==> src/rtl/moore_run_detector.sv <==
// Moore run-length detector: z is high while the last RUN_LEN enabled samples equal Pol.
// Supports sticky (Mode=0) and re-arming (Mode=1) detection plus a saturating event counter.
module moore_run_detector #(
    parameter int RUN_LEN = 2,
    parameter int CNT_W   = 8,
    localparam int SW     = $clog2(RUN_LEN + 1)
) (
    input  logic             Clock,
    input  logic             Reset,
    input  logic             En,
    input  logic             Clear,
    input  logic             w,
    input  logic             Pol,
    input  logic             Mode,
    output logic             z,
    output logic [SW-1:0]    y,
    output logic [CNT_W-1:0] det_count,
    output logic             sat
);

    localparam logic [SW-1:0]    LP_ZERO      = SW'(0);
    localparam logic [SW-1:0]    LP_ONE       = SW'(1);
    localparam logic [SW-1:0]    LP_FULL      = SW'(RUN_LEN);
    localparam logic [SW-1:0]    LP_LAST      = SW'(RUN_LEN - 1);
    localparam logic [CNT_W-1:0] LP_CNT_ONE   = CNT_W'(1);
    localparam logic [CNT_W-1:0] LP_CNT_MAX   = {CNT_W{1'b1}};
    // With a one-sample run, the re-arm path S1->S1 is the only way to re-enter the full state.
    localparam logic             LP_REARM_EVT = (RUN_LEN == 1) ? 1'b1 : 1'b0;

    logic [SW-1:0]    r_y;
    logic             r_z;
    logic [CNT_W-1:0] r_cnt;
    logic             r_sat;

    logic [SW-1:0]    w_next;
    logic             w_event;
    logic             w_match;
    logic             w_illegal;

    // Next run count and detection-event decode for the current sample.
    always_comb begin
        w_match   = (w == Pol);
        w_illegal = (int'(r_y) > RUN_LEN);
        w_next    = r_y;
        w_event   = 1'b0;
        if (w_illegal) begin
            w_next = LP_ZERO;
        end else if (!En) begin
            w_next = r_y;
        end else if (!w_match) begin
            w_next = LP_ZERO;
        end else if (r_y != LP_FULL) begin
            w_next  = r_y + LP_ONE;
            w_event = (r_y == LP_LAST);
        end else if (Mode) begin
            w_next  = LP_ONE;
            w_event = LP_REARM_EVT;
        end else begin
            w_next = r_y;
        end
    end

    // State, registered detect output and saturating event counter; Clear outranks En.
    always_ff @(posedge Clock or posedge Reset) begin
        if (Reset) begin
            r_y   <= LP_ZERO;
            r_z   <= 1'b0;
            r_cnt <= {CNT_W{1'b0}};
            r_sat <= 1'b0;
        end else if (Clear) begin
            r_y   <= LP_ZERO;
            r_z   <= 1'b0;
            r_cnt <= {CNT_W{1'b0}};
            r_sat <= 1'b0;
        end else begin
            r_y <= w_next;
            r_z <= (w_next == LP_FULL);
            if (w_event) begin
                if (r_cnt == LP_CNT_MAX) begin
                    r_sat <= 1'b1;
                end else begin
                    r_cnt <= r_cnt + LP_CNT_ONE;
                end
            end
        end
    end

    assign y         = r_y;
    assign z         = r_z;
    assign det_count = r_cnt;
    assign sat       = r_sat;

endmodule

==> config.mk <==
export PLATFORM = sky130hd
export DESIGN_NAME = moore_run_detector
export DESIGN_NICKNAME = d
export VERILOG_FILES = /design/src/rtl/moore_run_detector.sv
export SDC_FILE = /design/constraint.sdc
export NUM_CORES = 1
export LEC_CHECK = 0
export ABC_AREA = 1
export ABC_CLOCK_PERIOD_IN_PS = 2100
export CORE_AREA = 2 2 40 42
export DETAILED_ROUTE_END_ITERATION = 10
export DIE_AREA = 0 0 42 44
export DONT_BUFFER_PORTS = 1
export GPL_TIMING_DRIVEN = 1
export PLACE_DENSITY_LB_ADDON = 0.25
export SLEW_MARGIN = 20
export SYNTH_ARGS = -nofsm -noshare
export SYNTH_HDL_FRONTEND = slang
export SYNTH_SLANG_ARGS = --single-unit
==> constraint.sdc <==
create_clock -name Clock -period 2.1 [get_ports Clock]
set_clock_uncertainty 0.05 [all_clocks]
set_input_delay 0.63 -clock Clock [delete_from_list [all_inputs] [get_ports Clock]]
set_output_delay 0.63 -clock Clock [all_outputs]
set_load 0.02 [all_outputs]
==> metrics.log <==
[metrics] status: completed
[metrics] count of hold buffers inserted by post-cts repair: 0
[metrics] Bufs and invs on worst path: 1
[metrics] highest-count cells in the layout ignoring fill and taps: 27 x nand2_1, 15 x nand3_1, 14 x nor2_1
[metrics] CTS Buf Count: 3
[metrics] Simple-Gate Fraction of Synth Area: 43.7%
[metrics] clock-pin slew reported for the worst setup and hold paths after clock tree synthesis: 0.08 ns
[metrics] Core Rows: 14
[metrics] transition time at the pin with the least slew margin: 0.483 ns
[metrics] worst max-slew margin expressed relative to the limit: 67.8%
[metrics] placed standard-cell area: 773 sq um
[metrics] number of failing hold endpoints at the final stage: 0
[metrics] area fraction of the dominant cell type after synthesis: 40.0%
[metrics] Worst VDD drop: 330 uV
[metrics] register area share after synthesis: 40.0%
[metrics] post-CTS setup buffer count: 0
[metrics] family with the most delay on the worst path: flip-flops
[metrics] netlist area before placement: 751 sq um
[metrics] Port Buf Inserts: 0
[metrics] Pre-antenna DRT Iters: 6
[metrics] Clock Tree Buf Depth: 2
[metrics] post-detailed-placement half-perimeter wirelength: 1180 um
[metrics] Most common cell on crit path: nand2_1
[metrics] Final Instance Area: 810 sq um
[metrics] syn nets: 113
[metrics] kind of capture point of the worst setup path: register
[metrics] CP max-delay cell: dfrtp_1
[metrics] most area-hungry cell type in the Yosys netlist: dfrtp_1
[metrics] xor and xnor area share after synthesis: 3.50%
[metrics] crit path from: det_count[1]
[metrics] cell types with the largest area share after synthesis: dfrtp_1 40%, nand2_1 14%, nand3_1 10%
[metrics] antenna diode count: 0
[metrics] mux cell area share after synthesis: 0%
[metrics] Post-layout nets: 118
[metrics] final WL: 1570 um
[metrics] pre-CTS setup slack: 0.548 ns
[metrics] register bit count reported by yosys: 12
[metrics] cells traversed along the worst timing path: ha_1 -> nand3_2 -> inv_2 -> nand2_2 -> nand3_4 -> nand2_4 -> nand2_1 -> nand2_1
[metrics] biggest fanout along the worst timing path: 9
[metrics] final-layout worst hold slack: 0.200 ns
[metrics] most common cell after layout, fill and taps aside: nand2_1
[metrics] Worst Setup Slack, final: 0.539 ns
[metrics] yosys warns: 0
[metrics] fraction of the mapped netlist area in adder cells: 1.67%
[metrics] antenna-violating nets left: 0
[metrics] number of pins with negative max-slew slack in the final report: 0
[metrics] Final Cycle Share: 74.3%
[metrics] Compound-Gate Fraction of Synth Area: 4.00%
[metrics] Global Route Usage Sum: 18.8%
[metrics] Post-Route Setup TNS: 0 ns
[metrics] count of routing violations after the opening detailed-route iteration: 29
[metrics] vertical extent of the die: 44 um
[metrics] Std-Cell Core Area: 1420 sq um
[metrics] DR vias: 681
[metrics] Critical Path Source Type: register
[metrics] routability cong.: 0.861
[metrics] R2R Path Start: det_count[1]
[metrics] Post-CTS Resized: 0
[metrics] power density of the placed cells: 576 nW/um^2
[metrics] shortest clock period the worst path allows after layout: 1.56 ns
[metrics] Filler Cell Count: 136
[metrics] Clock Latency Late Sink: 0.28 ns
[metrics] maximum number of pins on one net before global-route repair: 14
[metrics] cell leakage power: 0.419 nW
[metrics] required time at the worst-slack endpoint: 2.23 ns
[metrics] Die X: 42 um
[metrics] effective utilization at floorplan: 52.9%
[metrics] gr ovfl total: 0
[metrics] DR vias/cell: 5.45
[metrics] Worst Setup Path Type: reg -> reg
[metrics] Gate Count Post-Synth: 105
[metrics] worst min-delay path category: in -> async
[metrics] wire length per cell after detailed routing: 12.6 um
[metrics] number of global-route vias before repair: 649
[metrics] dominant combinational cell family by area after synthesis: simple AND/OR/NAND/NOR gates
[metrics] remaining design rule violation count: 0
[metrics] highest attainable clock frequency: 641 MHz
[metrics] CTS Root Cell: clkbuf_4
[metrics] share of final-layout standard cells stronger than drive strength 1: 14.7%
[metrics] mean instance size in the synthesized netlist: 7.15 sq um
[metrics] Yosys cell types: 18
[metrics] register area: 300 sq um
[metrics] clock sink count: 12
[metrics] maximum level of the CTS H-tree: 1
[metrics] total area of multi-input combinational cells: 397 sq um
[metrics] Arr. time, crit path: 1.69 ns
[metrics] Boundary Pins: 19
[metrics] placed cells: 121
[metrics] area growth from synthesis to layout: 7.83%
[metrics] number of setup violations in the final report: 0
[metrics] Post-Layout Cell Count: 125
[metrics] setup repair after global routing missed its margin: no
[metrics] number of antenna violations at the first check in global routing: 0
[metrics] DIE AREA: 1850 sq um
[metrics] max-capacitance violation count: 0
[metrics] first-pass GRT wire length: 2590 um
[metrics] Worst path max stage delay: 0.53 ns
[metrics] TritonCTS clock tree: done
## area by class of cell
cell class | instances | area share (%)
tap | 16 | 2.47
sequential | 12 | 37.1
clock buffer | 4 | 4.48
multi-input combinational | 79 | 49.0
timing repair buffer | 1 | 0.927
inverter | 13 | 6.03
## Yosys cell counts (all sizes together)
| cell type | count |
|---|---|
| a21oi | 4 |
| nor3 | 3 |
| dfrtp | 12 |
| nand2 | 30 |
| ha | 1 |
| nor2 | 18 |
| xor2 | 3 |
| nand3 | 17 |
| inv | 13 |
| buf | 1 |
| o21ai | 2 |
| nand3b | 1 |
## power by group
group / leakage, nW / internal (mW) / switching (mW) / total (mW)
Clock: 0.0210 / 0.105 / 0.0802 / 0.186
Sequential: 0.166 / 0.235 / 0.00866 / 0.243
Combinational: 0.232 / 0.0110 / 0.0262 / 0.0372
Total: 0.419 / 0.351 / 0.115 / 0.466
## through the flow
stage               total power, mW  utilization [%]
floorplan                     0.278                -
detailed placement            0.285             54.5
finish                        0.466             57.1
global route                  0.491             57.1
global placement              0.285             54.5
CTS                           0.471             57.1
## path summary, 6_finish.rpt
| path | end | slack (ns) | cells after the start |
|---|---|---|---|
| min reg2reg | sat | 0.60 | 2 |
| min in group Clock | y[0] | 0.36 | 1 |
| min | det_count[7] | 0.20 | 1 |
| max reg2reg | det_count[7] | 0.54 | 8 |
| max | det_count[7] | 0.54 | 8 |
| max in group asynchronous | sat | 1.46 | 1 |
## kinds of logic after synthesis
logic type	after synthesis
simple gates	69
buf+inv	14
compound gates	6
xor+xnor	3
flops	12
fa+ha+maj	1
## flip-flops by register name, indices dropped and copies added, names as in the netlist
signal and count:
det_count 8, sat 1, y 2, z 1
## per-layer routing
metal  vias to the layer above  wire length (um)  global-route usage (%)
met2                        17               759                    33.1
li1                        340                 -                       -
met5                         -                 0                       0
met1                       320               709                    21.0
met4                         0                21                    10.3
met3                         4                81                    4.17
Note: power is estimated with default switching activity, not from simulation.
